### config.mk
export PLATFORM = sky130hd
export DESIGN_NAME = timer_irq_responder
export DESIGN_NICKNAME = d
export VERILOG_FILES = /design/src/rtl/timer_irq_responder_pkg.sv /design/src/rtl/timer_irq_responder_counter.sv /design/src/rtl/timer_irq_responder.sv
export SDC_FILE = /design/constraint.sdc
export NUM_CORES = 1
export LEC_CHECK = 0
export ABC_AREA = 1
export CORE_MARGIN = 2
export CORE_UTILIZATION = 54
export DETAILED_ROUTE_END_ITERATION = 8
export GPL_ROUTABILITY_DRIVEN = 0
export PLACE_DENSITY_LB_ADDON = 0.25
export SETUP_SLACK_MARGIN = 0.5
export SLEW_MARGIN = 20
export SYNTH_ARGS = -nofsm -noshare
export SYNTH_HDL_FRONTEND = slang
export SYNTH_SLANG_ARGS = --single-unit
### constraint.sdc
create_clock -name clk -period 2.35 [get_ports clk]
set_input_delay 0.235 -clock clk [delete_from_list [all_inputs] [get_ports clk]]
set_output_delay 0.235 -clock clk [all_outputs]
set_load 0.005 [all_outputs]
### src/rtl/timer_irq_responder_pkg.sv
// Shared types for the Frost32 memory-mapped timer responder.
// Bus bundles, access enums, FSM states and register map.
package PkgTimerIrq;

    typedef enum logic {
        ACC_READ  = 1'b0,
        ACC_WRITE = 1'b1
    } acc_type_t;

    typedef enum logic [1:0] {
        ACC_SZ_32 = 2'b00,
        ACC_SZ_16 = 2'b01,
        ACC_SZ_8  = 2'b10
    } acc_size_t;

    typedef enum logic [1:0] {
        ST_IDLE,
        ST_ACCESS,
        ST_DONE
    } state_t;

    // Word index within the 16-byte window (addr[3:2]).
    localparam logic [1:0] REG_CTRL   = 2'd0;
    localparam logic [1:0] REG_RELOAD = 2'd1;
    localparam logic [1:0] REG_COUNT  = 2'd2;
    localparam logic [1:0] REG_STATUS = 2'd3;

    localparam int CTRL_EN_BIT     = 0;
    localparam int CTRL_IRQ_EN_BIT = 1;
    localparam int CTRL_AUTO_BIT   = 2;

    typedef struct packed {
        logic [31:0] addr;
        logic [31:0] data;
        acc_type_t   data_inout_access_type;
        acc_size_t   data_inout_access_size;
        logic        req_mem_access;
    } PortIn_TimerIrq;

    typedef struct packed {
        logic [31:0] data;
        logic        wait_for_mem;
        logic        interrupt;
    } PortOut_TimerIrq;

    function automatic logic is_legal(acc_size_t sz, logic [1:0] lo);
        return (sz == ACC_SZ_32) && (lo == 2'b00);
    endfunction

endpackage

### src/rtl/timer_irq_responder_counter.sv
// Down-counter core: CTRL bits, RELOAD, COUNT, pending and the
// registered interrupt level, updated from bus write strobes.
module timer_irq_counter
    import PkgTimerIrq::*;
(
    input  logic        clk,
    input  logic        rst_n,
    input  logic        ctrl_we,
    input  logic        reload_we,
    input  logic        status_w1c,
    input  logic [31:0] wdata,
    output logic        en,
    output logic        irq_en,
    output logic        auto_reload,
    output logic [31:0] count,
    output logic [31:0] reload,
    output logic        pending,
    output logic        irq
);

    logic        en_q, en_d;
    logic        irq_en_q, irq_en_d;
    logic        auto_q, auto_d;
    logic [31:0] count_q, count_d;
    logic [31:0] reload_q, reload_d;
    logic        pending_q, pending_d;
    logic        irq_q, irq_d;
    logic        expire;

    always_comb begin
        expire    = en_q && (count_q == 32'd0);
        en_d      = en_q;
        irq_en_d  = irq_en_q;
        auto_d    = auto_q;
        count_d   = count_q;
        reload_d  = reload_q;
        pending_d = pending_q;
        irq_d     = pending_q & irq_en_q;

        if (expire) begin
            pending_d = 1'b1;
            if (auto_q) count_d = reload_q;
            else        en_d    = 1'b0;
        end else if (en_q) begin
            count_d = count_q - 32'd1;
        end

        // Software writes override the hardware update, except that
        // a same-edge expiry beats the W1C.
        if (status_w1c && !expire) pending_d = 1'b0;
        if (reload_we) begin
            reload_d = wdata;
            count_d  = wdata;
        end
        if (ctrl_we) begin
            en_d     = wdata[CTRL_EN_BIT];
            irq_en_d = wdata[CTRL_IRQ_EN_BIT];
            auto_d   = wdata[CTRL_AUTO_BIT];
        end
    end

    always_ff @(posedge clk) begin
        if (!rst_n) begin
            en_q      <= 1'b0;
            irq_en_q  <= 1'b0;
            auto_q    <= 1'b0;
            count_q   <= 32'd0;
            reload_q  <= 32'd0;
            pending_q <= 1'b0;
            irq_q     <= 1'b0;
        end else begin
            en_q      <= en_d;
            irq_en_q  <= irq_en_d;
            auto_q    <= auto_d;
            count_q   <= count_d;
            reload_q  <= reload_d;
            pending_q <= pending_d;
            irq_q     <= irq_d;
        end
    end

    assign en          = en_q;
    assign irq_en      = irq_en_q;
    assign auto_reload = auto_q;
    assign count       = count_q;
    assign reload      = reload_q;
    assign pending     = pending_q;
    assign irq         = irq_q;

endmodule

### src/rtl/timer_irq_responder.sv
// Frost32 bus responder for the down-counting timer: a 3-state
// access FSM in front of the counter core.
module timer_irq_responder
    import PkgTimerIrq::*;
#(
    parameter logic [31:0] BASE_ADDR = 32'h0001_0000
)
(
    input  logic            clk,
    input  logic            rst_n,
    input  PortIn_TimerIrq  in,
    output PortOut_TimerIrq out
);

    state_t      state_q, state_d;
    logic [1:0]  reg_q, reg_d;
    logic        legal_q, legal_d;
    acc_type_t   type_q, type_d;
    logic [31:0] wdata_q, wdata_d;
    logic [31:0] rdata_q, rdata_d;

    logic        hit;
    logic        ctrl_we, reload_we, status_w1c;
    logic        en, irq_en, auto_reload, pending, irq;
    logic [31:0] count, reload;

    assign hit = in.addr[31:4] == BASE_ADDR[31:4];

    always_comb begin
        state_d    = state_q;
        reg_d      = reg_q;
        legal_d    = legal_q;
        type_d     = type_q;
        wdata_d    = wdata_q;
        rdata_d    = 32'd0;
        ctrl_we    = 1'b0;
        reload_we  = 1'b0;
        status_w1c = 1'b0;

        unique case (state_q)
            ST_IDLE: begin
                if (in.req_mem_access && hit) begin
                    reg_d   = in.addr[3:2];
                    legal_d = is_legal(in.data_inout_access_size,
                                       in.addr[1:0]);
                    type_d  = in.data_inout_access_type;
                    wdata_d = in.data;
                    state_d = ST_ACCESS;
                end
            end
            ST_ACCESS: begin
                state_d = ST_DONE;
                if (legal_q && type_q == ACC_WRITE) begin
                    ctrl_we    = reg_q == REG_CTRL;
                    reload_we  = reg_q == REG_RELOAD;
                    status_w1c = (reg_q == REG_STATUS) && wdata_q[0];
                end else if (legal_q) begin
                    unique case (reg_q)
                        REG_CTRL:   rdata_d = {29'd0, auto_reload,
                                               irq_en, en};
                        REG_RELOAD: rdata_d = reload;
                        REG_COUNT:  rdata_d = count;
                        REG_STATUS: rdata_d = {31'd0, pending};
                    endcase
                end
            end
            ST_DONE: state_d = ST_IDLE;
            default: state_d = ST_IDLE;
        endcase
    end

    always_ff @(posedge clk) begin
        if (!rst_n) begin
            state_q <= ST_IDLE;
            reg_q   <= 2'd0;
            legal_q <= 1'b0;
            type_q  <= ACC_READ;
            wdata_q <= 32'd0;
            rdata_q <= 32'd0;
        end else begin
            state_q <= state_d;
            reg_q   <= reg_d;
            legal_q <= legal_d;
            type_q  <= type_d;
            wdata_q <= wdata_d;
            rdata_q <= rdata_d;
        end
    end

    timer_irq_counter u_counter (
        .clk         (clk),
        .rst_n       (rst_n),
        .ctrl_we     (ctrl_we),
        .reload_we   (reload_we),
        .status_w1c  (status_w1c),
        .wdata       (wdata_q),
        .en          (en),
        .irq_en      (irq_en),
        .auto_reload (auto_reload),
        .count       (count),
        .reload      (reload),
        .pending     (pending),
        .irq         (irq)
    );

    // rdata_q is only non-zero during DONE after a legal read.
    always_comb begin
        out.data         = rdata_q;
        out.wait_for_mem = state_q == ST_ACCESS;
        out.interrupt    = irq;
    end

endmodule

==> impl_metrics.json <==
{
  "status": "completed",
  "path_depth": 12,
  "fillers": 952,
  "crit_path_cell_trace": "nor2_2, nand2_1, nor2_2, nand2_2, nor2_4, nand4_4, nand2_8, nand2_2, nand2_2, inv_2, nand2_1, inv_1",
  "final_common_cell": "nand2_1",
  "crit_fanout": 7,
  "rsz0062_at_grt": "yes",
  "ys_seq_elements": 139,
  "power.leakage_nw": 3.91,
  "finalInstanceArea_mm2": 0.00892,
  "synth_edf_count": 0,
  "fin_nets": 1192,
  "r2r_cells": 12,
  "chipWidth_um": 116,
  "busiest_layer": "met2",
  "slowest_delay_ps": 350,
  "num_vias": 7068,
  "path_class": "reg -> reg",
  "numCtsBuffers": 17,
  "die_area_mm2": 0.0134,
  "ys_warn_count": 0,
  "syn_area_per_cell_um2": 6.66,
  "die_h_um": 116,
  "critical_path.top_delay_family": "simple AND/OR/NAND/NOR gates",
  "seq_area_frac_synth": 0.413,
  "grt_max_degree": 68,
  "arrival_ps": 2280,
  "cts_root_buf": "clkbuf_16",
  "use_met1": 0.358,
  "grt_remaining_overflow": 0,
  "core_mm2": 0.0121,
  "initial_core_util": 0.556,
  "relSlewSlack": 0.434,
  "drc": 0,
  "met3_usage": 0.0753,
  "rows": 40,
  "syn2layout_area_growth_pct": 32.3,
  "async_flop_share": 0,
  "finalCritPeriodShare": 0.831,
  "period_minus_slack_ps": 1950,
  "clk_pin_slew_ps": 60,
  "finalMaxSlewViolations": 0,
  "peakVddDrop_v": 0.000531,
  "cts_sinks": 139,
  "path_buf_inv": 2,
  "cts_max_level": 4,
  "io_buffers": 103,
  "fin_setup_tns_ps": 0,
  "wl_per_cell_um": 15.0,
  "ys.flop_type": "dfxtp_1",
  "share_comb_of_total_power": 0.033,
  "cts_tree": "done",
  "worstHoldPathType": "in -> reg",
  "drive_above_1_share": 0.131,
  "p_total_mw": 5.28,
  "grt_pass1_vias": 6203,
  "start_kind": "flop",
  "worst_setup_path_end_kind": "flop",
  "synth.distinct_cells": 33,
  "antenna_cells": 0,
  "final_cell_mix": "nand2_1, nor2_1, dfxtp_1, inv_1, clkdlybuf4s50_1",
  "grt_util_all_layers": 0.279,
  "antenna_found_initial": 0,
  "cts_hold_buf": 0,
  "worst_slew_pin_slew_ps": 849,
  "syn_area_mm2": 0.00674,
  "grt_use_met2": 0.437,
  "slowest_stage": "dfxtp_1",
  "synthesis.nets": 1083,
  "fmaxAchievable_mhz": 512,
  "wirelength_um": 19500,
  "via_per_inst": 5.43,
  "synth_cells": 1012,
  "dr.pass1.iters": 7,
  "skew_ps": 6.61,
  "boundaryPins": 104,
  "power.density_mw_per_mm2": 592,
  "power.switching_mw": 1.11,
  "clockBufferDepth": 2,
  "p_clk_frac": 0.521,
  "worstPathRequired_ps": 2680,
  "max_cap_violations": 0,
  "swShare": 0.209,
  "insertion_delay_ps": 430,
  "crit_path_frequent_cell": "nand2_2",
  "dpl.hpwl_um": 12200,
  "power.internal_mw": 4.17,
  "hold_viol": 0,
  "finalSetupViolCount": 0,
  "hold_depth": 3,
  "dpl_cell_area_mm2": 0.00784,
  "drtIter0Drc": 635,
  "antenna_left": 0,
  "seqPwrFrac": 0.447,
  "grt_pass1_wl_um": 29000
}
metrics by stage:
stage	cells	utilization	setup WS [ps]	hold WS, ps
after floorplan	1012	-	606	384
final	1302	0.736	397	87.5
after CTS	1289	0.706	500	74.8
after global placement	1252	0.648	313	424
after global routing	1302	0.736	328	97.5
after detailed placement	1252	0.648	285	436
layout make-up:
type                       count  area (µm²)  share of cell area
timing repair buffer         130        1260               0.142
tap                          168         210              0.0236
clock inverter                13         170              0.0191
clock buffer                  19         443              0.0497
sequential                   139        2790               0.312
inverter                     128         480              0.0539
multi-input combinational    705        3560               0.400
final timing paths:
kind,slack (ps),endpoint,from
worst min register to register,440,u_counter.irq,u_counter.irq_en
worst max register to register,400,u_counter.count[24],u_counter.count[18]
worst max-delay path,400,u_counter.count[24],u_counter.count[18]
worst min-delay path,90,state_q[1],rst_n
cell families (layout without fill, tap and decap cells):
group,Yosys count,count (layout),share of synthesized area
adder cells (fa/ha/maj),1,1,0.00186
flip-flops,139,139,0.413
AND/OR/NAND/NOR,523,529,0.333
buffers and inverters,174,290,0.108
XOR/XNOR,15,15,0.0195
AO/OA/AOI/OAI,160,160,0.125
routing by layer:
layer  routed length [µm]  vias to the layer above
met5                    0                        -
met4                  834                        0
met3                 2200                       90
met2                 8690                      413
met1                 7760                     3157
li1                     -                     3408
sequential cells by signal, indices dropped and copies added (netlist names):
| signal | flops |
|---|---|
| legal_q | 1 |
| rdata_q | 32 |
| reg_q | 2 |
| state_q | 2 |
| type_q | 1 |
| u_counter.auto_reload | 1 |
| u_counter.count | 32 |
| u_counter.en | 1 |
| u_counter.irq | 1 |
| u_counter.irq_en | 1 |
| u_counter.pending | 1 |
| u_counter.reload | 32 |
| wdata_q | 32 |
cell usage after synthesis, types with 6 or more instances:
| master | n | share of area |
|---|---|---|
| clkbuf_1 | 30 | 0.017 |
| buf_6 | 7 | 0.012 |
| o21ai_0 | 78 | 0.058 |
| nand2_1 | 241 | 0.13 |
| dfxtp_1 | 139 | 0.41 |
| buf_2 | 6 | 0.0045 |
| a21oi_1 | 39 | 0.029 |
| nand2_4 | 6 | 0.010 |
| nor2_1 | 186 | 0.10 |
| o22ai_1 | 12 | 0.011 |
| nor2_2 | 7 | 0.0065 |
| nand4_1 | 10 | 0.0093 |
| inv_1 | 118 | 0.066 |
| xor2_1 | 15 | 0.019 |
| o21ai_1 | 23 | 0.017 |
| inv_2 | 7 | 0.0039 |
| nand3_1 | 44 | 0.033 |
| nor4_1 | 12 | 0.011 |
power by group through the flow:
stage               sequential [mW]  combinational (mW)  clock (mW)
global route                   2.36               0.188        2.88
floorplan                      2.41              0.0418           0
global placement               2.41               0.170           0
finish                         2.36               0.172        2.75
CTS                            2.36               0.171        2.77
detailed placement             2.41               0.172           0
what timing repair did:
item | in CTS | in global routing
hold endpoints to repair | 0 | 0
setup endpoints to repair | 32 | 32
gates resized for setup | 11 | 67
pin swaps | 5 | 22
gates cloned | 2 | 4
setup buffers | 3 | 9
worst reg2reg max path: cells and delay by family, from the launching register on:
kind / cells / cell delay [ps]
AND/OR/NAND/NOR: 10 / 1420
buffers and inverters: 2 / 70
flip-flops: 1 / 350
(Power assumes the default switching activity.)
